==> config.mk <==
export PLATFORM = sky130hd
export DESIGN_NAME = trace_packet_encoder
export DESIGN_NICKNAME = d
export VERILOG_FILES = /design/src/rtl/trace_pkg.sv /design/src/rtl/trace_fifo.sv /design/src/rtl/trace_packet_encoder.sv
export SDC_FILE = /design/constraint.sdc
export NUM_CORES = 1
export LEC_CHECK = 0
export ABC_AREA = 1
export CORE_ASPECT_RATIO = 0.75
export CORE_UTILIZATION = 50
export CTS_CLUSTER_SIZE = 16
export DETAILED_ROUTE_END_ITERATION = 8
export GPL_ROUTABILITY_DRIVEN = 0
export PLACE_DENSITY_LB_ADDON = 0.05
export SLEW_MARGIN = 40
export SYNTH_ARGS = -nofsm -noshare
export SYNTH_HDL_FRONTEND = slang
export SYNTH_HIERARCHICAL = 1
export SYNTH_SLANG_ARGS = --single-unit
==> constraint.sdc <==
create_clock -name clk_i -period 11.11 [get_ports clk_i]
set_input_delay 1.111 -clock clk_i [delete_from_list [all_inputs] [get_ports clk_i]]
set_output_delay 1.111 -clock clk_i [all_outputs]
set_load 0.01 [all_outputs]
==> src/rtl/trace_pkg.sv <==
// Shared types and default widths for the instruction-trace packet encoder.
// Packet formats, the packet record, encoder states and the sequential-address helper.
package trace_pkg;

   localparam int DEF_XLEN       = 32;
   localparam int DEF_CAUSE_W    = 5;
   localparam int DEF_PRIV_W     = 3;
   localparam int DEF_CNT_W      = 8;
   localparam int DEF_FIFO_DEPTH = 8;

   typedef enum logic [2:0] {
      START  = 3'd0,
      BRANCH = 3'd1,
      EXC    = 3'd2,
      PRIV   = 3'd3,
      FULL   = 3'd4,
      STOP   = 3'd5
   } trace_format_e;

   typedef struct packed {
      trace_format_e              format;
      logic                       lost;
      logic                       interrupt;
      logic [DEF_PRIV_W-1:0]      priv;
      logic [DEF_CNT_W-1:0]       count;
      logic [DEF_CAUSE_W-1:0]     cause;
      logic [DEF_XLEN-1:0]        addr;
      logic [DEF_XLEN-1:0]        tval;
   } trace_pkt_t;

   typedef enum logic [1:0] {
      IDLE  = 2'd0,
      SYNC  = 2'd1,
      TRACE = 2'd2
   } enc_state_e;

   // Address of the instruction that follows one of the given length; wraps modulo 2^XLEN.
   function automatic logic [DEF_XLEN-1:0] seq_next(input logic [DEF_XLEN-1:0] addr,
                                                    input logic len4);
      return addr + (len4 ? DEF_XLEN'(4) : DEF_XLEN'(2));
   endfunction

endpackage

==> src/rtl/trace_fifo.sv <==
// Generic synchronous FIFO with full/empty flags; head is read from registered storage.
// A push while full is accepted only when a pop frees the slot in the same cycle.
module trace_fifo #(
   parameter type T     = logic,
   parameter int  DEPTH = 8
) (
   input  logic clk_i,
   input  logic rst_ni,
   input  logic push_i,
   input  T     data_i,
   input  logic pop_i,
   output T     data_o,
   output logic full_o,
   output logic empty_o
);

   localparam int AW = $clog2(DEPTH);

   T               mem_q [DEPTH];
   logic [AW-1:0]  wr_ptr_q, wr_ptr_d;
   logic [AW-1:0]  rd_ptr_q, rd_ptr_d;
   logic [AW:0]    count_q, count_d;
   logic           wr_en, rd_en;

   assign full_o  = (count_q == (AW+1)'(DEPTH));
   assign empty_o = (count_q == '0);
   assign rd_en   = pop_i && !empty_o;
   assign wr_en   = push_i && (!full_o || rd_en);
   assign data_o  = empty_o ? '0 : mem_q[rd_ptr_q];

   always_comb begin
      wr_ptr_d = wr_ptr_q;
      rd_ptr_d = rd_ptr_q;
      count_d  = count_q;
      if (wr_en) wr_ptr_d = wr_ptr_q + 1'b1;
      if (rd_en) rd_ptr_d = rd_ptr_q + 1'b1;
      if (wr_en && !rd_en)      count_d = count_q + 1'b1;
      else if (!wr_en && rd_en) count_d = count_q - 1'b1;
   end

   always_ff @(posedge clk_i or negedge rst_ni) begin
      if (!rst_ni) begin
         wr_ptr_q <= '0;
         rd_ptr_q <= '0;
         count_q  <= '0;
      end else begin
         wr_ptr_q <= wr_ptr_d;
         rd_ptr_q <= rd_ptr_d;
         count_q  <= count_d;
      end
   end

   // Storage needs no reset: the head is masked to zero while empty.
   always_ff @(posedge clk_i) begin
      if (wr_en) mem_q[wr_ptr_q] <= data_i;
   end

endmodule

==> src/rtl/trace_packet_encoder.sv <==
// Compresses the retired-instruction stream into discontinuity packets buffered in a FIFO.
// state | meaning
// IDLE  | tracing disabled, waiting for the registered enable
// SYNC  | enabled, next retired instruction emits START (or EXC if it traps)
// TRACE | synchronised; emit packets only on discontinuities
module trace_packet_encoder
   import trace_pkg::*;
#(
   parameter int XLEN       = DEF_XLEN,
   parameter int CAUSE_W    = DEF_CAUSE_W,
   parameter int PRIV_W     = DEF_PRIV_W,
   parameter int CNT_W      = DEF_CNT_W,
   parameter int FIFO_DEPTH = DEF_FIFO_DEPTH
) (
   input  logic               clk_i,
   input  logic               rst_ni,
   input  logic               trace_en_i,
   input  logic               ivalid_i,
   input  logic               iexception_i,
   input  logic               interrupt_i,
   input  logic [CAUSE_W-1:0] cause_i,
   input  logic [XLEN-1:0]    tval_i,
   input  logic [PRIV_W-1:0]  priv_i,
   input  logic [XLEN-1:0]    iaddr_i,
   input  logic [XLEN-1:0]    instr_i,
   output logic               pkt_valid_o,
   input  logic               pkt_ready_i,
   output trace_pkt_t         pkt_o,
   output logic               overflow_o
);

   logic               en_q, ivalid_q, iexc_q, intr_q;
   logic [CAUSE_W-1:0] cause_q;
   logic [XLEN-1:0]    tval_q, iaddr_q, instr_q;
   logic [PRIV_W-1:0]  priv_q;

   always_ff @(posedge clk_i or negedge rst_ni) begin
      if (!rst_ni) begin
         en_q     <= 1'b0;
         ivalid_q <= 1'b0;
         iexc_q   <= 1'b0;
         intr_q   <= 1'b0;
         cause_q  <= '0;
         tval_q   <= '0;
         priv_q   <= '0;
         iaddr_q  <= '0;
         instr_q  <= '0;
      end else begin
         en_q     <= trace_en_i;
         ivalid_q <= ivalid_i;
         iexc_q   <= iexception_i;
         intr_q   <= interrupt_i;
         cause_q  <= cause_i;
         tval_q   <= tval_i;
         priv_q   <= priv_i;
         iaddr_q  <= iaddr_i;
         instr_q  <= instr_i;
      end
   end

   enc_state_e         state_q, state_d;
   logic [CNT_W-1:0]   cnt_q, cnt_d;
   logic [XLEN-1:0]    last_addr_q, last_addr_d;
   logic               last_len4_q, last_len4_d;
   logic [PRIV_W-1:0]  last_priv_q, last_priv_d;
   logic               lost_q, lost_d;
   logic               overflow_q, overflow_d;

   logic               emit, push, can_push, pop, fifo_full, fifo_empty;
   logic [XLEN-1:0]    next_addr;
   trace_pkt_t         pkt_new;

   assign pop       = pkt_valid_o && pkt_ready_i;
   assign can_push  = !fifo_full || pop;
   assign next_addr = seq_next(last_addr_q, last_len4_q);

   always_comb begin
      state_d     = state_q;
      cnt_d       = cnt_q;
      last_addr_d = last_addr_q;
      last_len4_d = last_len4_q;
      last_priv_d = last_priv_q;
      lost_d      = lost_q;
      overflow_d  = trace_en_i ? overflow_q : 1'b0;
      emit        = 1'b0;
      push        = 1'b0;
      pkt_new     = '0;
      pkt_new.addr  = iaddr_q;
      pkt_new.count = cnt_q;

      unique case (state_q)
         IDLE: begin
            if (en_q) state_d = SYNC;
         end
         SYNC: begin
            if (!en_q) begin
               state_d = IDLE;
            end else if (ivalid_q) begin
               emit = 1'b1;
               if (iexc_q) begin
                  pkt_new.format    = EXC;
                  pkt_new.cause     = cause_q;
                  pkt_new.tval      = tval_q;
                  pkt_new.interrupt = intr_q;
               end else begin
                  pkt_new.format = START;
                  pkt_new.priv   = priv_q;
                  pkt_new.count  = '0;
                  state_d        = TRACE;
               end
            end
         end
         TRACE: begin
            if (!en_q) begin
               emit           = 1'b1;
               pkt_new.format = STOP;
               pkt_new.addr   = last_addr_q;
               state_d        = IDLE;
            end else if (ivalid_q) begin
               emit = 1'b1;
               if (iexc_q) begin
                  pkt_new.format    = EXC;
                  pkt_new.cause     = cause_q;
                  pkt_new.tval      = tval_q;
                  pkt_new.interrupt = intr_q;
                  state_d           = SYNC;
               end else if (priv_q != last_priv_q) begin
                  pkt_new.format = PRIV;
                  pkt_new.priv   = priv_q;
               end else if (iaddr_q != next_addr) begin
                  pkt_new.format = BRANCH;
               end else if (cnt_q == {CNT_W{1'b1}}) begin
                  pkt_new.format = FULL;
               end else begin
                  emit  = 1'b0;
                  cnt_d = cnt_q + 1'b1;
               end
            end
         end
         default: state_d = IDLE;
      endcase

      if (en_q && ivalid_q && (state_q != IDLE)) begin
         last_addr_d = iaddr_q;
         last_len4_d = (instr_q[1:0] == 2'b11);
         last_priv_d = priv_q;
      end

      // A dropped packet forces a resync so the sink can recover absolute state.
      if (emit) begin
         cnt_d = '0;
         if (can_push) begin
            push         = 1'b1;
            pkt_new.lost = lost_q;
            lost_d       = 1'b0;
         end else begin
            overflow_d = 1'b1;
            lost_d     = 1'b1;
            state_d    = SYNC;
         end
      end
   end

   always_ff @(posedge clk_i or negedge rst_ni) begin
      if (!rst_ni) begin
         state_q     <= IDLE;
         cnt_q       <= '0;
         last_addr_q <= '0;
         last_len4_q <= 1'b0;
         last_priv_q <= '0;
         lost_q      <= 1'b0;
         overflow_q  <= 1'b0;
      end else begin
         state_q     <= state_d;
         cnt_q       <= cnt_d;
         last_addr_q <= last_addr_d;
         last_len4_q <= last_len4_d;
         last_priv_q <= last_priv_d;
         lost_q      <= lost_d;
         overflow_q  <= overflow_d;
      end
   end

   assign overflow_o  = overflow_q;
   assign pkt_valid_o = !fifo_empty;

   trace_fifo #(
      .T     (trace_pkt_t),
      .DEPTH (FIFO_DEPTH)
   ) u_fifo (
      .clk_i   (clk_i),
      .rst_ni  (rst_ni),
      .push_i  (push),
      .data_i  (pkt_new),
      .pop_i   (pop),
      .data_o  (pkt_o),
      .full_o  (fifo_full),
      .empty_o (fifo_empty)
   );

endmodule
==> summary.txt, run 1 <==
Timing
  • Post-layout worst setup margin: 5714 ps
  • Max transition margin: 44.71%
  • Clock skew: 21.36 ps
  • Post-Route Setup TNS: 0 ps
  • Final slew viol count: 0
  • Final hold violation count: 0
  • Fmax: 185.3 MHz
  • Worst slew pin tran: 829.4 ps
  • Unrepaired setup endpoints after global routing: no
  • Setup violators final: 0
  • Min Hold Slack: 485.4 ps
  • Final period util: 48.57%
  • Post-layout min period: 5396 ps

Worst setup path
  • R2r startpoint: last_len4_q$_DFFE_PN0P_
  • CP max FO: 53
  • FF-to-FF setup slack: 5710 ps
  • Critical Path RT: 11,370 ps
  • Worst r2r path cells: 21
  • CP Launch Type: register
  • RR Endpoint: u_fifo/mem_q[0][33]$_DFFE_PP_
  • Kind of critical path: reg2reg
  • Worst Path Arrival: 5660 ps
  • Crit end category: register

Synth
  • Number of flops mapped to enable cells by yosys: 680
  • Synth area leader: edfxtp_1
  • Post-Syn Area per Cell: 9.313 µm²
  • Synth Cell Area: 37,190 µm²
  • Syn. warnings: 6
  • Post-Syn Instances: 3,993
  • Top post-synthesis cells by area: edfxtp_1 55%, nand2_1 12%, dfrtp_1 9.2%
  • Seq/Total Area, Yosys: 64.06%
  • Top cell type's share of synthesized area: 54.91%
  • Most used DFF post-synth: edfxtp_1
  • Asr flop ratio synth: 16.67%
  • Most numerous cell in the Yosys netlist: nand2_1
  • Post-synth cell types: 38
  • Syn nets: 4,118
  • Ranking of synthesized cells by instance count: 1,154 x nand2_1, 842 x inv_1, 680 x edfxtp_1
  • Flops & latches, synth: 816

Clock tree
  • Post-cts sizing count: 0
  • CTS Root Cell: clkbuf_16
  • Hold buffer count at CTS: 0
  • CTS H-tree depth: 3
  • Clk slew on worst S/H paths: 60 ps
  • Clock Path Buffers: 3
  • CTS sink count: 816
  • CTS tree: done
  • Total setup buffers inserted after CTS: 0
  • CTS buffer count: 81
  • Clock latency on the worst-skew pair: 640 ps

Hold path
  • Worst hold path endpoint: overflow_o$_DFF_PN0_
  • Hold Crit Class: reg2reg
  • Worst Hold Depth: 2
  • Hold Path Origin: overflow_o$_DFF_PN0_

Place
  • Placed Cells: 5,008
  • Post-DP Area: 39,750 µm²
  • Pre-CTS WS: 5738 ps
  • PortBufs: 167
  • Detail Placement HPWL: 49.03 mm

Floorplanning
  • Die width: 316.9 µm
  • Die area: 75,480 µm²
  • Chip Height: 238.2 µm
  • Initial core utilization: 50.60%
  • FP Rows: 86
  • Core area: 73,490 µm²
  • # IOs: 198

Final layout
  • Layout cells sized above 1: 5.463%
  • Fillcell total: 6,340
  • Final Core Density: 57.88%
  • Non-filler instance count after layout: 5,160
  • Antenna diodes: 0
  • Area growth, synth to finish: 14.39%
  • Design area: 42,540 µm²
  • Nets: 4,249

Routing
  • DRT Wirelength: 88.79 mm
  • Remaining antenna violation count after routing: 0
  • First-pass DRT Iterations: 5
  • Initial DRC Count: 2,023
  • Vias: 25,170
  • Avg WL per Cell: 17.21 µm
  • Via density: 4.878
  • DR DRC count: 0

Global route
  • Gr ovfl total: 0
  • First-pass GRT wire length: 137.6 mm
  • GRT Total Usage: 24.07%
  • Vias in the first global route: 23,690
  • Largest net degree at the start of global routing: 242
  • Initial antenna violation count: 0

Power and ir drop
  • VDD IR max: 254.2 µV
  • Cell Pwr Density: 242.4 nW/µm²
  • Pleak: 19.41 nW
  • Power Total: 10.31 mW

Run status
  • Outcome: finished, final reports clean

Job
  • Max-cap violations: 0
[power breakdown]
group	internal, mW	switching (mW)	leakage (nW)	total, mW
clock network	1.65	1.16	1.34	2.81
logic	1.38	2.36	10.1	3.74
registers	3.51	0.244	8.02	3.76
[sequential cells by signal (all words and copies together) (netlist names)]
signal	cells
cnt_q	8
u_fifo/count_q	4
iexc_q	1
ivalid_q	1
tval_q	32
intr_q	1
u_fifo/rd_ptr_q	3
instr_q	2
u_fifo/mem_q	680
state_q	2
last_addr_q	32
lost_q	1
priv_q	3
last_priv_q	3
last_len4_q	1
iaddr_q	32
en_q	1
cause_q	5
u_fifo/wr_ptr_q	3
overflow_o	1
[worst max path at each step]
| stage | slack, ps | start | endpoint |
|---|---|---|---|
| 3_3_place_gp | 5260 | last_len4_q$_DFFE_PN0P_ | u_fifo/mem_q[0][33]$_DFFE_PP_ |
| 5_1_grt | 5290 | last_len4_q$_DFFE_PN0P_ | u_fifo/mem_q[0][38]$_DFFE_PP_ |
| 2_1_floorplan | 2250 | last_len4_q$_DFFE_PN0P_ | u_fifo/mem_q[4][0]$_DFFE_PP_ |
| 4_1_cts | 5700 | last_len4_q$_DFFE_PN0P_ | u_fifo/mem_q[0][35]$_DFFE_PP_ |
| 3_5_place_dp | 5740 | last_len4_q$_DFFE_PN0P_ | u_fifo/mem_q[0][54]$_DFFE_PP_ |
| 6_report | 5710 | last_len4_q$_DFFE_PN0P_ | u_fifo/mem_q[0][33]$_DFFE_PP_ |
[layer usage]
layer	wire [µm]	up-vias	GRT usage (%)
met1	42400	11810	35.27
met4	2074	0	6.658
met3	4509	132	3.859
met2	39800	545	37.19
met5	0	-	0
li1	-	12690	-
[logic make-up (layout without fill, tap and decap cells)]
logic type	after synthesis	after routing	synth area share [%]
flip-flops	816	816	64.06
buffers and inverters	1011	1210	10.69
XOR/XNOR	29	29	0.6830
AND/OR/NAND/NOR	2030	2030	22.73
adder cells (fa/ha/maj)	14	14	0.5114
AO/OA/AOI/OAI	93	93	1.326
[area by class of cell]
class / instances / area [µm²] / share of cell area, %
repair buffers: 210 / 2066 / 4.856
clock inverters: 42 / 470.5 / 1.106
well taps: 968 / 1211 / 2.847
clock buffers: 109 / 2266 / 5.327
multi-input cells: 2166 / 9472 / 22.27
flip-flops and latches: 816 / 23830 / 56.03
inverters: 849 / 3218 / 7.565
[cell usage in the layout, fill, tap and decap left out, types with 3 or more instances in the layout]
master / count
inv_2: 4
nor2_4: 7
clkbuf_1: 18
dfrtp_4: 3
nand3_2: 4
nor2_2: 12
clkbuf_8: 9
nand2_2: 14
clkinv_1: 15
clkbuf_16: 84
clkinv_8: 3
nand4_1: 19
xor2_1: 14
bufinv_16: 9
nor4_1: 3
o21ai_1: 11
o21ai_0: 50
nor3_1: 7
buf_6: 11
dfrtp_1: 133
xnor2_1: 15
a21oi_2: 3
nand3_1: 472
inv_1: 841
nand2_1: 1152
ha_1: 12
o21bai_1: 5
clkinv_2: 14
clkdlybuf4s50_1: 166
nor3_2: 8
a21oi_1: 18
edfxtp_1: 680
nor2_1: 326
buf_4: 30
[critical path, cell delays in order (launching register included)]
cell and delay (ps):
dfrtp_1 410, inv_1 90, ha_1 210, fa_1 290, nand2_2 100, nor2_4 210, nand2_2 140, nor2_4 190
nand2_2 70, xor2_1 180, nor2_1 70, nand3_1 100, nor2_1 80, nand3_1 140, nand2_1 80, nand2_2 100
nand2_2 160, nor2_1 150, nand2_1 340, nor3_4 590, buf_4 560, buf_6 680
Note: power is estimated with default switching activity, not from simulation.
==> inputs of run 2 (changes only) <==
==> constraint.sdc (replaced) <==
create_clock -name clk_i -period 5.6 [get_ports clk_i]
set_input_delay 0.56 -clock clk_i [delete_from_list [all_inputs] [get_ports clk_i]]
set_output_delay 0.56 -clock clk_i [all_outputs]
set_load 0.01 [all_outputs]
==> summary.txt, run 2 (synthesized netlist as in run 1, its figures left out) <==
Clock tree
  • CTS Root Cell: clkbuf_16
  • Clock Path Buffers: 3
  • CTS buffer count: 81
  • CTS sink count: 816
  • Clk slew on worst S/H paths: 70 ps
  • Clock latency on the worst-skew pair: 640 ps
  • CTS H-tree depth: 3
  • CTS tree: done

Global route
  • Initial antenna violation count: 1
  • GRT Total Usage: 24.63%
  • Largest net degree at the start of global routing: 179
  • Gr ovfl total: 0
  • First-pass GRT wire length: 141.5 mm
  • Vias in the first global route: 24,200

Routing
  • Initial DRC Count: 2,019
  • Avg WL per Cell: 17.46 µm
  • Via density: 4.917
  • Remaining antenna violation count after routing: 0
  • First-pass DRT Iterations: 5
  • Vias: 25,480
  • DR DRC count: 0
  • DRT Wirelength: 90.46 mm

Job
  • Max-cap violations: 0

Timing
  • Final hold violation count: 0
  • Max transition margin: 46.22%
  • Final slew viol count: 0
  • Setup violators final: 0
  • Post-layout min period: 4664 ps
  • Clock skew: 29.04 ps
  • Unrepaired setup endpoints after global routing: no
  • Fmax: 214.4 MHz
  • Final period util: 83.29%
  • Post-Route Setup TNS: 0 ps
  • Worst slew pin tran: 806.7 ps

Final layout
  • Fillcell total: 6,367
  • Multi-input gate area: 9519 µm²
  • Layout cells sized above 1: 6.007%
  • Nets: 4,272
  • Reg area: 23,830 µm²
  • Largest register by flop count: u_fifo/mem_q
  • Flip-flop count of the largest register after layout: 680
  • Commonest non-fill, non-tap cell in the layout: nand2_1
  • Area growth, synth to finish: 15.37%
  • Design area: 42,900 µm²
  • Most frequent cells in the layout: 1,152 x nand2_1, 841 x inv_1, 680 x edfxtp_1

Place
  • Detail Placement HPWL: 51.52 mm
  • PortBufs: 167
  • Post-DP Area: 40,140 µm²

Worst setup path
  • Crit path from: last_len4_q$_DFFE_PN0P_
  • FF-to-FF setup slack: 940 ps
  • Worst Path Arrival: 4930 ps
  • CP max FO: 52
  • CP Launch Type: register
  • Worst r2r path cells: 21
  • Critical path destination: u_fifo/mem_q[1][15]$_DFFE_PP_
  • Critical Path RT: 5870 ps
  • Crit end category: register
  • Kind of critical path: reg2reg
  • RR Endpoint: u_fifo/mem_q[1][15]$_DFFE_PP_
  • R2r startpoint: last_len4_q$_DFFE_PN0P_

Floorplanning
  • Chip Height: 238.2 µm
  • Initial core utilization: 50.60%
  • Die width: 316.9 µm
  • Die area: 75,480 µm²
  • FP Rows: 86
  • Core area: 73,490 µm²
  • # IOs: 198

Power and ir drop
  • Cell Pwr Density: 478.3 nW/µm²
  • Power Total: 20.52 mW
  • Pleak: 19.60 nW
  • VDD IR max: 362.9 µV

Hold path
  • Hold Crit Class: in2reg

Run status
  • Outcome: finished, final reports clean
-- run 2: changes by cell type in the layout (fill, tap and decap cells not counted), sizes merged, moves of 2 or more --
cell,change
clkinv,-5
inv,+2
buf,+23
clkbuf,+3
bufinv,-3
-- run 2: cell type report --
class	count	share of cell area, %
Sequential cell	816	55.55
Multi-Input combinational cell	2166	22.19
Inverter	849	7.475
Timing Repair Buffer	233	5.710
Clock buffer	113	5.462
Tap cell	968	2.823
Clock inverter	35	0.7816
Antenna cell	1	0.005833
-- run 2: timing repair --
item                                   in CTS  in global routing
gates resized for setup                     0                  0
hold buffers                                1                  0
endpoints found under the hold margin       5                  0
setup buffers                               0                  0
-- run 2: worst min-delay path by stage --
stage                         start               endpoint  slack [ps]  depth (start not counted)
2_1_floorplan                rst_ni   cause_q[0]$_DFF_PN0_         260                          0
3_3_place_gp     lost_q$_DFFE_PN0P_     lost_q$_DFFE_PN0P_         470                          2
3_5_place_dp   overflow_o$_DFF_PN0_   overflow_o$_DFF_PN0_         460                          2
4_1_cts                 iaddr_i[20]  iaddr_q[20]$_DFF_PN0_         320                          1
5_1_grt                  instr_i[0]   instr_q[0]$_DFF_PN0_         340                          1
6_report                iaddr_i[20]  iaddr_q[20]$_DFF_PN0_         350                          1
-- run 2: critical path: stages (launching register included) --
cell	delay, ps
dfrtp_1	410
inv_1	80
ha_1	210
fa_1	280
nand2_2	100
nor2_4	210
nand2_2	130
nor2_4	190
nand2_2	60
xor2_1	190
nor2_1	70
nand3_1	110
nor2_1	70
nand3_1	150
nand2_1	90
nand2_2	90
nand2_2	160
nor2_1	150
nand2_1	280
buf_4	300
nor3_4	480
buf_12	410
-- run 2: power breakdown --
group	internal (mW)	total, mW	switching (mW)
Clock	3.20	5.49	2.29
Combinational	2.82	7.64	4.83
Sequential	6.97	7.39	0.421
-- run 2: per-stage QoR --
step                utilization [%]  hold slack, ps  cells  worst slack, ps
global route                  58.37           341.5   5180            577.3
CTS                           58.28           315.1   5178            980.8
global placement              54.55           465.1   5027             1082
detailed placement            54.62           461.7   5029            998.6
floorplan                         -           264.4   3993           -679.1
finish                        58.38           354.2   5181            935.7
-- run 2: routing by layer --
metal | track usage (%) | share of wire, %
met4 | 6.017 | 1.9
met1 | 36.36 | 48
met5 | 0 | 0
met3 | 3.311 | 5.1
met2 | 38.60 | 45
==> inputs of run 3 (changes only) <==
==> constraint.sdc (replaced) <==
create_clock -name clk_i -period 4.9 [get_ports clk_i]
set_input_delay 0.49 -clock clk_i [delete_from_list [all_inputs] [get_ports clk_i]]
set_output_delay 0.49 -clock clk_i [all_outputs]
set_load 0.01 [all_outputs]
==> summary.txt, run 3 (synthesized netlist as in run 1, its figures left out) <==
Run status
  • Outcome: finished, final reports clean

Place
  • Post-DP Area: 40,140 µm²
  • Placed Cells: 5,024
  • Pre-CTS WS: 441.5 ps
  • PortBufs: 167
  • Detail Placement HPWL: 51.25 mm

Floorplanning
  • # IOs: 198
  • Chip Height: 238.2 µm
  • FP Rows: 86
  • Die area: 75,480 µm²
  • Core area: 73,490 µm²
  • Die width: 316.9 µm
  • Initial core utilization: 50.60%

Routing
  • DR DRC count: 0
  • First-pass DRT Iterations: 6
  • DRT Wirelength: 89.81 mm
  • Initial DRC Count: 1,946
  • Remaining antenna violation count after routing: 0
  • Vias: 25,290
  • Avg WL per Cell: 17.34 µm
  • Via density: 4.882

Global route
  • Largest net degree at the start of global routing: 148
  • Gr ovfl total: 0
  • First-pass GRT wire length: 139.4 mm
  • Initial antenna violation count: 2
  • GRT Total Usage: 24.39%
  • Vias in the first global route: 23,730

Clock tree
  • CTS tree: done
  • Clock latency on the worst-skew pair: 640 ps
  • CTS H-tree depth: 3
  • CTS sink count: 816
  • CTS buffer count: 83
  • CTS Root Cell: clkbuf_16
  • Clk slew on worst S/H paths: 60 ps
  • Clock Path Buffers: 3

Worst setup path
  • Crit end category: register
  • Kind of critical path: reg2reg
  • CP Launch Type: register
  • CP max FO: 13
  • Worst r2r path cells: 27
  • Critical Path RT: 5420 ps
  • Worst Path Arrival: 4950 ps

Timing
  • Final period util: 90.39%
  • Final hold violation count: 0
  • Setup violators final: 0
  • Max transition margin: 42.61%
  • Final slew viol count: 0
  • Unrepaired setup endpoints after global routing: no
  • Worst slew pin tran: 851.9 ps
  • Min Hold Slack: 285.7 ps
  • Clock skew: 20.26 ps
  • Post-Route Setup TNS: 0 ps
  • Post-layout min period: 4429 ps
  • Post-layout worst setup margin: 470.9 ps
  • Fmax: 225.8 MHz

Final layout
  • Nets: 4,267
  • Area growth, synth to finish: 15.17%
  • Layout cells sized above 1: 5.652%
  • Most frequent cells in the layout: 1,152 x nand2_1, 840 x inv_1, 680 x edfxtp_1
  • Non-filler instance count after layout: 5,179
  • Largest register by flop count: u_fifo/mem_q
  • Final Core Density: 58.28%
  • Antenna diodes: 0
  • Flip-flop count of the largest register after layout: 680
  • Commonest non-fill, non-tap cell in the layout: nand2_1
  • Design area: 42,830 µm²
  • Fillcell total: 6,341

Power and ir drop
  • Pleak: 19.54 nW
  • Power Total: 23.40 mW
  • Cell Pwr Density: 546.4 nW/µm²
  • VDD IR max: 514.7 µV

Hold path
  • Worst Hold Depth: 1
  • Hold Crit Class: in2reg

Job
  • Max-cap violations: 0
-- run 3: cell types whose count changed in the layout (fill, tap and decap cells not counted), moves of 3 or more --
cell / before / now
clkinv_1: 11 / 19
clkbuf_1: 18 / 24
clkbuf_8: 10 / 4
buf_4: 40 / 36
clkbuf_16: 86 / 89
clkinv_2: 14 / 11
-- run 3: timing repair --
| item | in CTS | in global routing |
|---|---|---|
| setup buffers | 0 | 0 |
| resized for setup | 0 | 1 |
| hold buffers | 1 | 0 |
| endpoints found under the hold margin | 62 | 0 |
| endpoints found under the setup margin | 0 | 1 |
-- run 3: metal layers --
metal	track usage, %	wire length [µm]	vias up
li1	-	-	12740
met2	36.96	39630	642
met4	6.571	2128	0
met1	36.79	43260	11780
met3	3.442	4793	130
met5	0	0	-
-- run 3: final timing paths --
kind / from / to / slack, ps
worst min-delay path: iaddr_i[2] / iaddr_q[2]$_DFF_PN0_ / 290
max in group asynchronous: rst_ni / u_fifo/rd_ptr_q[0]$_DFFE_PN0P_ / 3560
worst min register to register: lost_q$_DFFE_PN0P_ / lost_q$_DFFE_PN0P_ / 480
worst max-delay path: last_len4_q$_DFFE_PN0P_ / u_fifo/count_q[3]$_DFFE_PN0P_ / 470
worst max register to register: last_len4_q$_DFFE_PN0P_ / u_fifo/count_q[3]$_DFFE_PN0P_ / 470
min in group asynchronous: rst_ni / cause_q[1]$_DFF_PN0_ / 440
-- run 3: area by class of cell --
type	instances	area, µm²	share of cell area, %
timing repair buffer	226	2384	5.565
sequential	816	23830	55.65
clock inverter	37	301.5	0.7040
clock buffer	117	2372	5.539
inverter	849	3204	7.482
tap	968	1211	2.828
multi-input combinational	2166	9523	22.23
-- run 3: where the power goes --
part,total (mW),internal (mW),switching (mW)
combinational,8.70,3.24,5.46
clock,6.25,3.64,2.62
sequential,8.45,7.96,0.488
total,23.4,14.8,8.56
-- run 3: worst max-delay path: stages (launching register included) --
cell	delay [ps]
dfrtp_1	420
inv_2	90
ha_4	140
fa_2	240
nand2_2	90
nor2_4	240
nand2_2	130
nor2_4	150
nand2_2	70
xor2_1	170
nor2_1	120
nand3_1	150
nor2_1	150
nand3_1	170
nand2_1	140
nand2_2	80
nand2_2	200
nor2_1	70
nand2_1	80
buf_6	220
inv_1	140
ha_1	250
inv_1	120
ha_1	290
o21ai_0	190
nand2_1	70
nand3_1	70
nand2_1	50
